$ cat src/rtl/input_debouncer_pkg.sv
// Shared constants and sizing helper for the I/O-conditioning blocks.
// Imported by the debouncer top and its per-bit slice.
package input_debouncer_pkg;

  localparam int DEFAULT_SYNC_STAGES     = 2;
  localparam int DEFAULT_DEBOUNCE_CYCLES = 16;

  // Counter must reach cycles-1. A one-cycle filter still needs one bit.
  function automatic int cnt_w(input int cycles);
    return (cycles <= 2) ? 1 : $clog2(cycles);
  endfunction

endpackage

$ cat src/rtl/input_debouncer_debounce_bit.sv
// One debounced input bit: synchronizer chain, agreement counter,
// stable level flop and registered rise/fall pulses.
module debounce_bit
  import input_debouncer_pkg::*;
#(
  parameter int SYNC_STAGES     = DEFAULT_SYNC_STAGES,
  parameter int DEBOUNCE_CYCLES = DEFAULT_DEBOUNCE_CYCLES
) (
  input  logic clk_i,
  input  logic rst_n_i,
  input  logic raw_i,
  output logic stable_o,
  output logic rise_o,
  output logic fall_o,
  output logic rise_d_o,
  output logic fall_d_o
);

  localparam int             CNT_W   = cnt_w(DEBOUNCE_CYCLES);
  localparam logic [CNT_W-1:0] CNT_MAX = CNT_W'(DEBOUNCE_CYCLES - 1);

  logic [SYNC_STAGES-1:0] sync_q;
  logic                   sync_s;
  logic [CNT_W-1:0]       cnt_q, cnt_d;
  logic                   stable_q, stable_d;
  logic                   rise_q, rise_d;
  logic                   fall_q, fall_d;

  assign sync_s = sync_q[SYNC_STAGES-1];

  always_ff @(posedge clk_i or negedge rst_n_i) begin
    if (!rst_n_i) begin
      sync_q   <= '0;
      cnt_q    <= '0;
      stable_q <= 1'b0;
      rise_q   <= 1'b0;
      fall_q   <= 1'b0;
    end else begin
      sync_q   <= {sync_q[SYNC_STAGES-2:0], raw_i};
      cnt_q    <= cnt_d;
      stable_q <= stable_d;
      rise_q   <= rise_d;
      fall_q   <= fall_d;
    end
  end

  // Any cycle of agreement restarts the count; acceptance also clears it.
  always_comb begin
    cnt_d    = '0;
    stable_d = stable_q;
    rise_d   = 1'b0;
    fall_d   = 1'b0;
    if (sync_s != stable_q) begin
      if (cnt_q == CNT_MAX) begin
        stable_d = sync_s;
        rise_d   = sync_s;
        fall_d   = ~sync_s;
      end else begin
        cnt_d = cnt_q + CNT_W'(1);
      end
    end
  end

  assign stable_o = stable_q;
  assign rise_o   = rise_q;
  assign fall_o   = fall_q;
  assign rise_d_o = rise_d;
  assign fall_d_o = fall_d;

endmodule

$ cat src/rtl/input_debouncer.sv
// Debounces WIDTH raw asynchronous pins into a clean synchronous bus,
// with per-bit edge pulses and a registered aggregate change strobe.
module input_debouncer
  import input_debouncer_pkg::*;
#(
  parameter int WIDTH           = 4,
  parameter int SYNC_STAGES     = DEFAULT_SYNC_STAGES,
  parameter int DEBOUNCE_CYCLES = DEFAULT_DEBOUNCE_CYCLES
) (
  input  logic             i_Clock,
  input  logic             i_Reset_n,
  input  logic [WIDTH-1:0] i_Raw,
  output logic [WIDTH-1:0] o_Stable,
  output logic [WIDTH-1:0] o_Rise,
  output logic [WIDTH-1:0] o_Fall,
  output logic             o_Changed
);

  logic [WIDTH-1:0] rise_d;
  logic [WIDTH-1:0] fall_d;
  logic             changed_q, changed_d;

  for (genvar g = 0; g < WIDTH; g++) begin : g_bit
    debounce_bit #(
      .SYNC_STAGES    (SYNC_STAGES),
      .DEBOUNCE_CYCLES(DEBOUNCE_CYCLES)
    ) u_bit (
      .clk_i   (i_Clock),
      .rst_n_i (i_Reset_n),
      .raw_i   (i_Raw[g]),
      .stable_o(o_Stable[g]),
      .rise_o  (o_Rise[g]),
      .fall_o  (o_Fall[g]),
      .rise_d_o(rise_d[g]),
      .fall_d_o(fall_d[g])
    );
  end

  // Built from next-state pulses so the strobe lands with the per-bit pulses.
  assign changed_d = |(rise_d | fall_d);

  always_ff @(posedge i_Clock or negedge i_Reset_n) begin
    if (!i_Reset_n) begin
      changed_q <= 1'b0;
    end else begin
      changed_q <= changed_d;
    end
  end

  assign o_Changed = changed_q;

endmodule

$ cat config.mk
export PLATFORM = sky130hd
export DESIGN_NAME = input_debouncer
export DESIGN_NICKNAME = d
export VERILOG_FILES = /design/src/rtl/input_debouncer_pkg.sv /design/src/rtl/input_debouncer_debounce_bit.sv /design/src/rtl/input_debouncer.sv
export SDC_FILE = /design/constraint.sdc
export NUM_CORES = 1
export LEC_CHECK = 0
export CAP_MARGIN = 5
export CORE_MARGIN = 2
export CORE_UTILIZATION = 53
export CTS_CLUSTER_DIAMETER = 60
export CTS_CLUSTER_SIZE = 14
export DETAILED_ROUTE_END_ITERATION = 7
export PLACE_DENSITY = 0.78
export SLEW_MARGIN = 0
export SYNTH_ARGS = -nofsm -noshare
export SYNTH_HDL_FRONTEND = slang
export SYNTH_HIERARCHICAL = 1
export SYNTH_SLANG_ARGS = --single-unit
$ cat constraint.sdc
create_clock -name i_Clock -period 1.7 [get_ports i_Clock]
set_clock_uncertainty 0.05 [all_clocks]
set_input_delay 0.17 -clock i_Clock [delete_from_list [all_inputs] [get_ports i_Clock]]
set_output_delay 0.17 -clock i_Clock [all_outputs]
set_load 0.01 [all_outputs]
==> qor.csv <==
stage,metric,value,unit
timing,worst_pin_slew,0.459,ns
cells_and_area,finish.instance_area,1730,um2
synth,synth_most_common_cell,dfrtp_1,
critical_path,start_kind,flip-flop,
placed_design,dp_hpwl,1500,um
timing,fin_ws,0.128,ns
synth,synth_top_cell_area_share,65.1,%
route,vias_per_cell,5.48,
critical_path,crit_start,g_bit[3].u_bit/stable_o,
timing,whs,0.190,ns
timing,setup_viol_count_final,0,
flow_run,cap_violations,0,
grt,grt_usage,17.0,%
synth,syn-cell-area,1420,um2
cells_and_area,antenna_cells,0,
critical_path,cp-end-kind,primary output,
die,die_y,55.8,um
cts,clk_path_buf_depth,2,
critical_path,crit_buf_inv,1,
min_path,hold_path_class,primary input to async pin,
cells_and_area,area_growth,21.8,%
timing,report.final.slew_viol_count,0,
cts,cts.sinks,37,
pwr,leakagePower,0.755,nW
route,drc,0,
grt,grt_busiest_layer,met2,
critical_path,worstReg2RegEnd,o_Changed,
pwr,p_total,1.66,mW
cts,cts.htree.levels,2,
grt,grt_use_met2,27.2,%
critical_path,crit_type,flip-flop to primary output,
synth,async_flop_share,100,%
placed_design,place_ws,0.307,ns
cts,cts_root_buf,clkbuf_4,
synth,synth-main-ff-cell,dfrtp_1,
synth,postSynthAreaPerCell,14.2,um2
cells_and_area,fin_nets,136,
grt,overflow,0,
die,start_util,56.9,%
die,core_area,2500,um2
grt,gr-usage-met3,4.88,%
timing,fin_crit,1.57,ns
placed_design,placed_area,1650,um2
cts,cts_tree,done,
placed_design,gp_congestion,0.660,
placed_design,io_buffers,18,
pwr,p_per_area,961,nW/um2
die,num_io_pins,19,
critical_path,cpMaxStageDelayCell,clkdlybuf4s50_1,
die,row_count,18,
grt,use_met1,20.8,%
cts,cts.clk_slew.worst_paths,0.11,ns
critical_path,max_stage_delay,0.57,ns
timing,slew_headroom,69.4,%
cells_and_area,finish.utilization,69.3,%
synth,ys_seq_elements,37,
critical_path,crit_chain,clkdlybuf4s50_1,
cts,ctsResizeCount,0,
grt,grt_pass1_wl,4030,um
timing,max_freq,0.636,GHz
grt,antenna_found_initial,0,
die,fp.dieArea,3110,um2
route,vias,861,
route,detail_route.wl_per_cell,14.7,um
grt,grt_pass1_vias,888,
grt,grt_max_degree,38,
route,routed_wl,2300,um
synth,yosys_warnings,6,
critical_path,cp.required,1.48,ns
synth,synth.largest_area_cell,dfrtp_1,
synth,synth-edff-count,0,
critical_path,cp_data_arrival_time,1.35,ns
timing,fin_crit_sh,92.5,%
pwr,vdd_drop_max,0.000678,V
timing,grt_setup_unrepaired,false,
timing,fin_tns_setup,0,ns
route,first_pass_iters,4,
die,die_w,55.8,um
synth,synth_seq_area_share,65.1,%
cts,numCtsBuffers,5,
critical_path,crit_family,buffers and inverters,
timing,finalHoldViolations,0,
cells_and_area,layout-drive-gt1-share,15.7,%
critical_path,crit_fanout,5,
synth,synthTopCellsByCount,"37 x dfrtp_1, 8 x a21oi_1, 8 x nor3b_1, 8 x xnor2_1",
cts,cts_setup_buffers,0,
critical_path,ff2ff_path_depth,5,
critical_path,reg2reg_from,g_bit[2].u_bit/cnt_q[0],
outcome,status,"complete, no violations",
synth,synth_cell_types,15,
placed_design,dp.cells,149,
synth,syn-num-nets,110,
synth,synth_cells,100,
cts,cts_hold_buf,0,
critical_path,reg2reg_slack,0.29,ns
cts,insertion_delay,0.33,ns
synth,synth_area_leaders,"dfrtp_1 65%, xnor2_1 4.9%, mux2_4 4.2%",
cells_and_area,fin_cells,157,
route,drtAntennaViolNets,0,
route,drtIter0Drc,18,
critical_path,crit_end,o_Stable[3],
critical_path,path_depth,1,
-- how the worst min path moves through the flow --
stage	end	cells past startpoint	startpoint	slack, ns
final	g_bit[1].u_bit/cnt_q[2]	2	i_Reset_n	0.19
after global routing	g_bit[0].u_bit/sync_q[0]	1	i_Raw[0]	0.19
after CTS	g_bit[0].u_bit/fall_o	2	i_Reset_n	0.20
after detailed placement	g_bit[2].u_bit/sync_q[1]	0	g_bit[2].u_bit/sync_q[0]	0.29
after global placement	g_bit[2].u_bit/sync_q[1]	0	g_bit[2].u_bit/sync_q[0]	0.28
after floorplan	g_bit[0].u_bit/cnt_q[0]	0	i_Reset_n	-0.18
-- cell families after synthesis --
logic type | share of synthesized area (%)
muxes | 4.22
DFF | 65.1
buffers and inverters | 1.06
xor gates and xnor gates | 4.93
AOI/OAI and AO/OA | 4.22
and+or+nand+nor | 17.0
adders and majority gates | 3.52
-- report_power, final --
group          switching [mW]  internal (mW)  total [mW]
Clock                   0.278          0.351       0.629
Sequential             0.0327          0.912       0.945
Combinational          0.0453         0.0454      0.0907
-- worst register-to-register path, cell delays in order, from the launching register on --
cell	delay, ns
dfrtp_1	0.43
ha_1	0.26
nand3_2	0.11
nor3b_1	0.07
nor4_1	0.30
nand2_1	0.08
-- layout make-up --
class / instances / area (um2)
clock inverter: 1 / 30.0
timing repair buffer: 19 / 188
tap: 30 / 37.5
multi-input combinational: 59 / 482
sequential: 37 / 926
inverter: 4 / 15.0
clock buffer: 7 / 55.1
fill: 173 / 767
-- sequential cells by signal (all words and copies together) (netlist names) --
name	count
g_bit.u_bit/fall_o	4
g_bit.u_bit/rise_o	4
g_bit.u_bit/cnt_q	16
o_Changed	1
g_bit.u_bit/sync_q	8
g_bit.u_bit/stable_o	4
-- layout by cell type (no fill, tap or decap), drive strengths merged --
master         instances
nand2                  1
buf                    1
nand3                  4
nor4                   2
ha                     4
mux2                   4
bufinv                 1
nand4b                 4
clkdlybuf4s50         18
dfrtp                 37
clkbuf                 7
a21oi                  8
nor2b                  4
nor2                   4
o21ai                  4
xnor2                  8
nor3b                 12
inv                    4
-- per-layer routing --
metal	up-vias	wire length (um)
met5	-	0
met4	0	34
met3	4	97
met2	24	1160
met1	428	1010
li1	405	-
No activity file was read; power rests on OpenSTA's default activity.
